$ cat config.mk
export PLATFORM = sky130hd
export DESIGN_NAME = b01_out_collector
export DESIGN_NICKNAME = d
export VERILOG_FILES = /design/src/rtl/b01_out_collector.sv
export SDC_FILE = /design/constraint.sdc
export NUM_CORES = 1
export LEC_CHECK = 0
export ABC_AREA = 1
export ABC_CLOCK_PERIOD_IN_PS = 3700
export BUFFER_PORTS_ARGS = -buffer_cell sky130_fd_sc_hd__buf_2
export CORE_ASPECT_RATIO = 0.7
export CORE_MARGIN = 2
export CORE_UTILIZATION = 55
export CTS_BUF_LIST = sky130_fd_sc_hd__clkbuf_8
export DETAILED_ROUTE_END_ITERATION = 10
export PLACE_DENSITY_LB_ADDON = 0.25
export SETUP_SLACK_MARGIN = 0.05
export SLEW_MARGIN = 20
export SYNTH_ARGS = -nofsm -noshare
export SYNTH_HDL_FRONTEND = slang
export SYNTH_SLANG_ARGS = --single-unit
$ cat constraint.sdc
create_clock -name clock -period 3.7 [get_ports clock]
set_clock_uncertainty 0.1 [all_clocks]
set_input_delay 0.74 -clock clock [delete_from_list [all_inputs] [get_ports clock]]
set_output_delay 0.74 -clock clock [all_outputs]
set_load 0.01 [all_outputs]
$ cat src/rtl/b01_out_collector.sv
// b01_out_collector: packs b01 serial outp/overflw samples LSB-first into tagged words and buffers them in a valid/ready FIFO.
// Define B01_COLLECT_PARITY_EN to store and present per-word parity on word_par.
module b01_out_collector #(
   parameter int WORD_W     = 8,
   parameter int FIFO_DEPTH = 4
) (
   input  logic                         clock,
   input  logic                         reset,
   input  logic                         outp,
   input  logic                         overflw,
   input  logic                         sample_en,
   input  logic                         flush,
   output logic [WORD_W-1:0]            word_data,
   output logic                         word_ovf,
   output logic [$clog2(WORD_W+1)-1:0]  word_len,
   output logic                         word_valid,
   input  logic                         word_ready,
   output logic                         fifo_full,
   output logic [7:0]                   drop_cnt
`ifdef B01_COLLECT_PARITY_EN
   ,
   output logic                         word_par
`endif
);
   localparam int LW = $clog2(WORD_W+1);
   localparam int AW = $clog2(FIFO_DEPTH);
   localparam int CW = $clog2(FIFO_DEPTH+1);
`ifdef B01_COLLECT_PARITY_EN
   localparam int EW = WORD_W + LW + 2;
`else
   localparam int EW = WORD_W + LW + 1;
`endif
   logic [WORD_W-1:0] sh, nsh;
   logic [LW-1:0]     bc, nbc;
   logic              ov, nov, push, pop, accept;
   logic [AW-1:0]     wp, rp, rp_nx;
   logic [CW-1:0]     cnt, rem, cnt_nx;
   logic [EW-1:0]     mem [FIFO_DEPTH];
   logic [EW-1:0]     entry, head;
   // nsh/nbc/nov include a same-cycle sample so flush sees the effective word
   always_comb begin
      nsh    = sample_en ? sh | (WORD_W'(outp) << bc) : sh;
      nbc    = bc + LW'(sample_en);
      nov    = ov | (sample_en & overflw);
      push   = (sample_en && bc == LW'(WORD_W-1)) || (flush && nbc != '0);
      pop    = word_ready && cnt != '0;
      rem    = cnt - CW'(pop);
      accept = push && rem != CW'(FIFO_DEPTH);
      cnt_nx = rem + CW'(accept);
      rp_nx  = rp + AW'(pop);
`ifdef B01_COLLECT_PARITY_EN
      entry  = {^nsh, nov, nbc, nsh};
`else
      entry  = {nov, nbc, nsh};
`endif
   end
   // head mirrors the entry at the next read pointer; a word pushed into an emptying FIFO is forwarded directly
   always_ff @(posedge clock or negedge reset) begin
      if (!reset) begin
         sh       <= '0;
         bc       <= '0;
         ov       <= 1'b0;
         wp       <= '0;
         rp       <= '0;
         cnt      <= '0;
         head     <= '0;
         drop_cnt <= '0;
      end else begin
         sh   <= push ? '0 : nsh;
         bc   <= push ? '0 : nbc;
         ov   <= push ? 1'b0 : nov;
         wp   <= wp + AW'(accept);
         rp   <= rp_nx;
         cnt  <= cnt_nx;
         head <= cnt_nx == '0 ? '0 : rem == '0 ? entry : mem[rp_nx];
         if (push && !accept && drop_cnt != 8'hFF) drop_cnt <= drop_cnt + 8'd1;
      end
   end
   always_ff @(posedge clock) begin
      if (accept) mem[wp] <= entry;
   end
   assign word_data  = head[WORD_W-1:0];
   assign word_len   = head[WORD_W +: LW];
   assign word_ovf   = head[WORD_W+LW];
   assign word_valid = cnt != '0;
   assign fifo_full  = cnt == CW'(FIFO_DEPTH);
`ifdef B01_COLLECT_PARITY_EN
   assign word_par   = head[WORD_W+LW+1];
`endif
endmodule

==> run summary <==
static leakage: 1.99 nW
top cells by instance count after synthesis: sky130_fd_sc_hd__edfxtp_1 (52), sky130_fd_sc_hd__nand2_1 (48), sky130_fd_sc_hd__nor2_1 (46)
launching element type of the critical path: flip-flop
final number of setup-violating endpoints: 0
highest ir drop seen on vdd: 0.358 mV
number of I/O port buffers: 29
synthesized area per cell: 11.2 µm²
number of global-route vias before repair: 2,431
Cell Area, Synth: 3990 µm²
residual overflow from global routing: 0
total count of hold-check failures in the final report: 0
largest net degree at the start of global routing: 42
worst-path maximum fanout: 13
count of pins over their slew limit: 0
dpl cell area: 4230 µm²
Unique masters post-synth: 31
crit path time final: 3210 ps
total core area: 6880 µm²
area overhead of the layout relative to synthesis: 10.6%
RSZ-0062 raised after global routing: no
Gates resized, CTS repair: 0
cell-internal power: 2.30 mW
sequential element share of the synthesized area: 0.649
top routing layer in use: met4
number of H-tree levels: 3
Primary FF master, synth: sky130_fd_sc_hd__edfxtp_1
number of placement rows: 25
Max-slew headroom: 0.568
via count: 2,566
nets@finish: 407
detailed-route wire length per cell: 14.7 µm
met2 wire length: 3120 µm
data arrival time of the worst path: 3390 ps
Yosys top cell area share: 0.392
Initial Util: 0.579
required time reported for the critical path endpoint: 3880 ps
switching share of power: 0.394
sequential share of power: 0.418
Hold WS: 245 ps
CTS Root Cell: sky130_fd_sc_hd__clkbuf_8
number of clock sinks seen by CTS: 93
switching power: 1.50 mW
number of clock buffers inserted by TritonCTS: 9
r2r setup slk: 490 ps
max_cap viols: 0
total of fill cells in the finished design: 567
FFs w/ async S/R, synth: 0.441
endpoint of the worst register-to-register path: head[0]$_DFF_PN0_
Seq cells post-synth: 93
proportion of layout cells with a drive suffix above 1: 0.172
cell type with the largest total area after synthesis: sky130_fd_sc_hd__edfxtp_1
clock insertion delay at the later pin of the skew report: 360 ps
number of hold buffers added after CTS: 0
transition at the pin with the smallest max-transition slack: 648 ps
number of antenna cells inserted: 0
vias per std cell: 5.24
Post-route DRC: 0
detailed placement HPWL: 4690 µm
most frequent cell after synthesis: sky130_fd_sc_hd__edfxtp_1
Total Negative Setup Slacks: 0 ps
syn nets: 371
startpoint of the most critical register-to-register path: cnt[2]$_DFF_PN0_
TritonCTS clock tree: done
worst min-delay path category: input port to async pin
Antenna Nets Post-Route: 0
met1 wire length: 3540 µm
Logic pwr share: 0.425
routed wire length on met3: 492 µm
final routed wirelength across all metal layers: 7210 µm
share of the clock period used by the worst path after layout: 0.868
endpoint kind of the worst setup timing path: flip-flop
top post-synthesis cells by area: sky130_fd_sc_hd__edfxtp_1 (39%), sky130_fd_sc_hd__dfrtp_1 (26%), sky130_fd_sc_hd__nand2_1 (4.5%)
detailed-routing iteration count for the pre-antenna-repair pass: 4
number of antenna violations at the first check in global routing: 0
Die ar.: 7960 µm²
Reg clk slew, reported paths: 90 ps
count of synthesis-stage warnings from yosys: 0
horizontal extent of the die: 106 µm
total track usage: 0.204
number of top-level pins: 30
routability-driven placement congestion ratio: 0.833
power per standard cell area: 861 nW/µm²
status: finished, final reports clean
Worst Setup Path Type: flip-flop to flip-flop
cells after synthesis: 355
share of the core filled with cells: 0.641
vertical extent of the die: 75.2 µm
EDFF count, synth: 52
path depth of the worst reg2reg path: 16
post-route total power: 3.79 mW
global-route wire length before repair: 12,000 µm
largest buffer count on any clock path: 2
clock power share: 0.157
number of buffers added for setup after CTS: 0
cell area after layout: 4410 µm²
maximum clock frequency: 311 MHz
iteration-0 DRC count of the detailed router: 186
-- final cells by class --
cell class              count  area [µm²]  area share
flip-flops and latches     93        2590       0.587
multi-input cells         211        1170       0.266
repair buffers             37         208      0.0471
inverters                  39         146      0.0332
clock buffers               9         124      0.0281
well taps                  94         118      0.0267
clock inverters             7        51.3      0.0116
-- worst max path at each step --
| stage | cells after the start | end | start |
|---|---|---|---|
| after floorplan | 9 | mem[0][0]$_DFFE_PP_ | word_ready |
| after global placement | 15 | head[0]$_DFF_PN0_ | sample_en |
| after detailed placement | 15 | head[0]$_DFF_PN0_ | sample_en |
| after CTS | 16 | head[0]$_DFF_PN0_ | cnt[2]$_DFF_PN0_ |
| after global routing | 17 | head[0]$_DFF_PN0_ | cnt[2]$_DFF_PN0_ |
| final | 16 | head[0]$_DFF_PN0_ | cnt[2]$_DFF_PN0_ |
-- metal layers --
metal	up-vias	GRT usage
met4	0	0.0746
met2	64	0.313
met3	7	0.0519
met1	1236	0.290
li1	1259	-
met5	-	0
-- cells in the final DEF, fill, tap and decap left out, drive strengths merged --
master,netlist,routed
a31oi,1,1
clkinv,0,3
a21oi,18,18
clkbuf,3,9
o21bai,1,1
dfrtp,41,41
clkinvlp,0,1
ha,9,9
or2,1,1
nor3,10,10
nor3b,1,1
o21ai,29,29
edfxtp,52,52
inv,39,42
mux2i,8,8
and2,2,2
nand3b,1,1
buf,9,37
nand3,12,12
nor2,46,46
xnor2,1,1
mux2,8,8
nand4,8,8
xor2,5,5
nand2,50,50
-- stage by stage --
step / setup WS [ps] / std cells
finish: 487 / 490
global route: 152 / 490
CTS: 447 / 490
detailed placement: 90.2 / 474
global placement: 259 / 474
floorplan: 454 / 355
-- registers in the layout, summed over array words and instances (netlist names) --
register  cells
rp            2
head         13
sh            8
drop_cnt      8
mem          52
bc            4
ov            1
wp            2
cnt           3
-- cell families after synthesis --
| family | synth area share |
|---|---|
| AO/OA/AOI/OAI | 0.0662 |
| XOR/XNOR | 0.0151 |
| adder cells (fa/ha/maj) | 0.0282 |
| buffers and inverters | 0.0565 |
| flip-flops | 0.649 |
| multiplexers | 0.0427 |
| AND/OR/NAND/NOR | 0.142 |
-- critical path: stages, from the launching register on --
cell and delay (ps):
sky130_fd_sc_hd__dfrtp_1 390, sky130_fd_sc_hd__inv_1 80, sky130_fd_sc_hd__nand3_1 90, sky130_fd_sc_hd__and2_1 160
sky130_fd_sc_hd__ha_1 180, sky130_fd_sc_hd__ha_1 290, sky130_fd_sc_hd__nand2_1 100, sky130_fd_sc_hd__nor2_1 200
sky130_fd_sc_hd__inv_1 60, sky130_fd_sc_hd__nand2_1 140, sky130_fd_sc_hd__inv_1 80, sky130_fd_sc_hd__ha_1 180
sky130_fd_sc_hd__ha_1 190, sky130_fd_sc_hd__xor2_1 170, sky130_fd_sc_hd__nand2_1 370, sky130_fd_sc_hd__o21ai_0 190
sky130_fd_sc_hd__a21oi_1 170
-- power by group through the flow --
stage,sequential (mW),combinational (mW),clock [mW]
after floorplan,1.63,1.17,0
after global placement,1.60,1.59,0
after detailed placement,1.61,1.63,0
after CTS,1.58,1.63,0.613
after global routing,1.61,1.85,0.653
final,1.58,1.61,0.596
(Power assumes the default switching activity.)
